--- config.mk ---
export PLATFORM = sky130hd
export DESIGN_NAME = bcd_countdown_timer
export DESIGN_NICKNAME = d
export VERILOG_FILES = /design/src/rtl/bcd_countdown_timer.sv
export SDC_FILE = /design/constraint.sdc
export NUM_CORES = 1
export LEC_CHECK = 0
export CORE_UTILIZATION = 50
export CTS_BUF_LIST = sky130_fd_sc_hd__clkbuf_4 sky130_fd_sc_hd__clkbuf_8 sky130_fd_sc_hd__clkbuf_16
export DETAILED_ROUTE_END_ITERATION = 7
export GPL_ROUTABILITY_DRIVEN = 0
export PLACE_DENSITY = 0.83
export SLEW_MARGIN = 20
export SYNTH_ARGS = -nofsm -noshare
export SYNTH_HDL_FRONTEND = slang
export SYNTH_SLANG_ARGS = --single-unit
--- constraint.sdc ---
create_clock -name clk -period 4.6 [get_ports clk]
set_clock_uncertainty 0.1 [all_clocks]
set_input_delay 1.15 -clock clk [delete_from_list [all_inputs] [get_ports clk]]
set_output_delay 1.15 -clock clk [all_outputs]
set_load 0.1 [all_outputs]
--- src/rtl/bcd_countdown_timer.sv ---
// Four-digit BCD MM:SS countdown timer. The live count borrows downward on each tick while running.
// The display copy follows the count and freezes while lap is high. done/done_pulse mark 00:00.
module bcd_countdown_timer #(
  parameter int MIN_TENS_MAX = 9
) (
  input  logic       clk,
  input  logic       reset,
  input  logic       tick,
  input  logic       start_pause,
  input  logic       load,
  input  logic       clr,
  input  logic       lap,
  input  logic [3:0] preset_m1,
  input  logic [3:0] preset_m0,
  input  logic [3:0] preset_s1,
  input  logic [3:0] preset_s0,
  output logic [3:0] m1,
  output logic [3:0] m0,
  output logic [3:0] s1,
  output logic [3:0] s0,
  output logic [3:0] disp_m1,
  output logic [3:0] disp_m0,
  output logic [3:0] disp_s1,
  output logic [3:0] disp_s0,
  output logic       running,
  output logic       done,
  output logic       done_pulse
);

  typedef enum logic [1:0] {IDLE, RUN, PAUSE, DONE} state_t;

  localparam logic [3:0] M1_LIM = 4'(MIN_TENS_MAX);

  state_t     state, state_nxt;
  logic [3:0] m1_nxt, m0_nxt, s1_nxt, s0_nxt;
  logic       pulse_nxt;
  logic       count_zero, count_one;

  function automatic logic [3:0] clamp(input logic [3:0] v, input logic [3:0] lim);
    return (v > lim) ? lim : v;
  endfunction

  assign count_zero = ({m1, m0, s1, s0} == 16'h0000);
  assign count_one  = ({m1, m0, s1, s0} == 16'h0001);
  assign running    = (state == RUN);
  assign done       = (state == DONE);

  always_comb begin
    state_nxt = state;
    m1_nxt    = m1;
    m0_nxt    = m0;
    s1_nxt    = s1;
    s0_nxt    = s0;
    pulse_nxt = 1'b0;
    if (clr) begin
      {m1_nxt, m0_nxt, s1_nxt, s0_nxt} = 16'h0000;
      state_nxt = IDLE;
    end else if (load && state != RUN) begin
      m1_nxt    = clamp(preset_m1, M1_LIM);
      m0_nxt    = clamp(preset_m0, 4'd9);
      s1_nxt    = clamp(preset_s1, 4'd5);
      s0_nxt    = clamp(preset_s0, 4'd9);
      state_nxt = IDLE;
    end else begin
      case (state)
        IDLE:  if (start_pause && !count_zero) state_nxt = RUN;
        PAUSE: if (start_pause) state_nxt = RUN;
        RUN: begin
          if (tick && !count_zero) begin
            // Borrow ripples from seconds-ones up through minutes-tens.
            s0_nxt = (s0 == 4'd0) ? 4'd9 : s0 - 4'd1;
            if (s0 == 4'd0) begin
              s1_nxt = (s1 == 4'd0) ? 4'd5 : s1 - 4'd1;
              if (s1 == 4'd0) begin
                m0_nxt = (m0 == 4'd0) ? 4'd9 : m0 - 4'd1;
                if (m0 == 4'd0) m1_nxt = m1 - 4'd1;
              end
            end
          end
          if (tick && count_one) begin
            state_nxt = DONE;
            pulse_nxt = 1'b1;
          end else if (start_pause) begin
            state_nxt = PAUSE;
          end
        end
        default: state_nxt = state;
      endcase
    end
  end

  always_ff @(posedge clk or negedge reset) begin
    if (!reset) begin
      state      <= IDLE;
      m1         <= 4'd0;
      m0         <= 4'd0;
      s1         <= 4'd0;
      s0         <= 4'd0;
      disp_m1    <= 4'd0;
      disp_m0    <= 4'd0;
      disp_s1    <= 4'd0;
      disp_s0    <= 4'd0;
      done_pulse <= 1'b0;
    end else begin
      state      <= state_nxt;
      m1         <= m1_nxt;
      m0         <= m0_nxt;
      s1         <= s1_nxt;
      s0         <= s0_nxt;
      done_pulse <= pulse_nxt;
      // clr wipes the display even while it is lap-frozen.
      if (clr || !lap) begin
        disp_m1 <= m1_nxt;
        disp_m0 <= m0_nxt;
        disp_s1 <= s1_nxt;
        disp_s0 <= s0_nxt;
      end
    end
  end

endmodule

==> flow_summary_export.csv <==
group,metric,value,unit
floorplanning,fp.dieH,66.84,µm
critical_path,reg2reg_to,"disp_s0[3]",
critical_path,crit_path_end_kind,"primary output",
cts,cts_tree,"built",
sta,rsz0062_at_grt,"no",
layout,seq_area,875.8,µm²
critical_path,r2r_setup_slack,2.00,ns
sta,layout_min_cycle_time,3.545,ns
placed_design,io_buffers,57,
status,status,"finished, final reports clean",
synthesis,synth_cell_types,57,
floorplanning,rows,23,
grt,grt_pass1_vias,1937,
layout,fin_area,2823,µm²
pwr,p_per_area,503.3,nW/µm²
sta,fin_tns_setup,0,ns
cts,post_cts_resized,0,
synthesis,synthTopCellsByCount,"dfrtp_1 (35), nor2_1 (23), a21oi_1 (15), nand2_1 (15), inv_1 (14)",
synthesis,yosysMostFrequentCell,"dfrtp_1",
floorplanning,initial_utilization,52.17,%
hold_path,holdPathStages,2,
cts,numCtsBuffers,5,
critical_path,crit_path_start_kind,"flip-flop",
synthesis,synth-simple-area-share,27.14,%
grt,use_met1,38.40,%
floorplanning,core_area,4029,µm²
critical_path,crit_type,"reg2out",
floorplanning,die_w,66.84,µm
placed_design,dp_slack,1.278,ns
placed_design,dp_hpwl,3967,µm
route,wire_per_inst,16.56,µm
placed_design,placed_area,2716,µm²
hold_path,hp-class,"reg2reg",
cts,clkSlewWorstSetupHoldPaths,0.07,ns
layout,layout.cells.non_filler,337,
cts,cts_root_buf,"clkbuf_8",
cts,holdBufCountCts,0,
synthesis,synth_warnings,0,
grt,grt_pass1_wl,9321,µm
route,drt_pre_antenna_iters,4,
grt,grtUsageTotal,28.06,%
critical_path,cp.required,3.35,ns
layout,fill_cells,326,
route,wl,5581,µm
floorplanning,dieArea,4468,µm²
hold_path,hold_start,"disp_s1[1]",
critical_path,crit_arrival,2.29,ns
synthesis,syn-num-nets,259,
sta,slew_headroom,34.42,%
synthesis,ys_seq_area_share,41.67,%
pwr,p_leak,1.196,nW
pwr,ir_drop,0.2803,mV
synthesis,synthCells,230,
synthesis,synthMuxAreaShare,2.500,%
synthesis,synth-main-ff-cell,"dfrtp_1",
cts,cts_buffer_depth,2,
synthesis,synth_compound_area_share,20.00,%
synthesis,synth_top_family_by_area,"simple AND/OR/NAND/NOR gates",
cts,postCtsSetupBuffers,0,
synthesis,synthArstFlopShare,100.0,%
floorplanning,ioPinCount,58,
synthesis,netlist_area,2102,µm²
synthesis,yosysTopAreaCell,"dfrtp_1",
cts,clkLatencyLatePin,0.30,ns
critical_path,crit_fanout,8,
critical_path,reg2reg_depth,7,
layout,drive_gt1_share,6.272,%
grt,grt_use_met2,43.69,%
synthesis,synth_top_area_share,41.67,%
route,via_per_inst,6.080,
sta,fmax,282.1,MHz
synthesis,avgSynthCellArea,9.139,µm²
synthesis,synth_xor_area_share,0.8333,%
synthesis,synthTopCellsByArea,"dfrtp_1 (42%), nor2_1 (4.1%), a21oi_1 (3.6%), ha_1 (3.6%), nor3_1 (3.1%)",
layout,areaGrowthSynthToFinish,34.29,%
placed_design,place_inst,330,
critical_path,r2r-start,"m0[0]",
sta,hold_violations,0,
grt,antenna_found_initial,0,
cts,cts.htree.levels,2,
sta,setup_ws,1.055,ns
sta,worst_pin_slew,0.9806,ns
hold_path,hold_end,"disp_s1[1]",
grt,met3_usage,5.993,%
grt,grt_max_degree,36,
synthesis,ys_seq_elements,35,
sta,drv_slew,0,
layout,nets,316,
layout,multiInputGateArea,1136,µm²
layout,n_antenna_cell,0,
cts,cts_sinks,35,
route,drc,0,
route,first_iter_violations,211,
run,maxCapViolations,0,
sta,timing.final.crit_share,77.06,%
grt,grt_overflow,0,
route,ant_nets,0,
sta,setup_viol,0,
route,via_count,2049,
layout,utilization,70.06,%
grt,grt.busiest_layer,"met2",
synthesis,synthAdderAreaFrac,3.571,%
synthesis,synth_edf_count,0,
layout by cell type (no fill, tap or decap), types with 2 or more instances in the layout:
master	netlist	layout
buf_4	0	2
o31ai_1	3	3
nor2_1	23	23
nand3_1	4	4
nor4_1	6	6
and3_1	3	3
a32o_1	2	2
clkbuf_8	0	5
a21oi_1	15	15
o31a_1	2	2
nand2_1	15	15
nand2b_1	2	2
nor3b_2	3	3
clkdlybuf4s50_1	0	57
a21o_1	3	3
dfrtp_1	35	35
nor3_1	13	13
ha_1	6	6
o21ai_0	4	4
mux2i_1	3	3
inv_1	14	14
a22o_1	3	3
or3_1	3	3
a311oi_1	2	2
and3b_1	3	3
o21ai_1	2	2
o21a_1	2	2
nand3b_1	3	3
a211oi_1	6	6
nor2b_1	4	4
nor3b_1	3	3
nand4_1	3	3
or3b_1	3	3
a31oi_1	2	2
mux2_1	2	2
critical path, cell delays in order (launching register included):
cell and delay [ns]:
dfrtp_1 0.44, nand2b_1 0.25, inv_2 0.17, clkdlybuf4s50_1 1.15
logic make-up (layout without fill, tap and decap cells):
family | Yosys count | count (layout)
XOR/XNOR | 2 | 2
AO/OA/AOI/OAI | 59 | 59
AND/OR/NAND/NOR | 99 | 99
multiplexers | 5 | 5
flip-flops | 35 | 35
adder cells (fa/ha/maj) | 6 | 6
buffers and inverters | 24 | 81
through the flow:
step	total power, mW	hold slack, ns
CTS	1.420	0.3943
detailed placement	1.142	0.3606
finish	1.421	0.3917
global route	1.492	0.4228
floorplan	0.9554	0.4346
global placement	1.134	0.3773
state kept, by name, indices dropped and copies added (netlist names):
name        flops
disp_m0         4
disp_m1         4
disp_s0         4
disp_s1         4
m0              4
m1              4
s0              4
s1              4
state           2
done_pulse      1
power breakdown:
part	total, mW	switching [mW]	leakage, nW	internal [mW]
Sequential	0.401	0.0512	0.467	0.350
Clock	0.275	0.110	0.0547	0.165
Combinational	0.745	0.535	0.674	0.209
Total	1.42	0.697	1.20	0.724
area by class of cell:
class,count,area share [%]
multi-input combinational,171,40.25
sequential,35,31.03
timing repair buffer,59,20.74
clock buffer,6,2.704
tap,50,2.216
inverter,15,1.995
clock inverter,1,1.064
metal layers:
layer	vias to the layer above	part of all wire (%)
met5	-	0
met3	8	7.7
met1	981	44
met2	89	47
li1	971	-
met4	0	1.4
worst max-delay path by stage:
| stage | from | to | slack (ns) |
|---|---|---|---|
| 6_report | state[1] | running | 1.06 |
| 5_1_grt | state[1] | running | 0.98 |
| 4_1_cts | state[1] | running | 1.07 |
| 3_5_place_dp | load | state[1] | 1.28 |
| 3_3_place_gp | load | state[1] | 1.31 |
| 2_1_floorplan | s0[1] | disp_m0[3] | 1.94 |
Power figures use the tool's default switching activity.
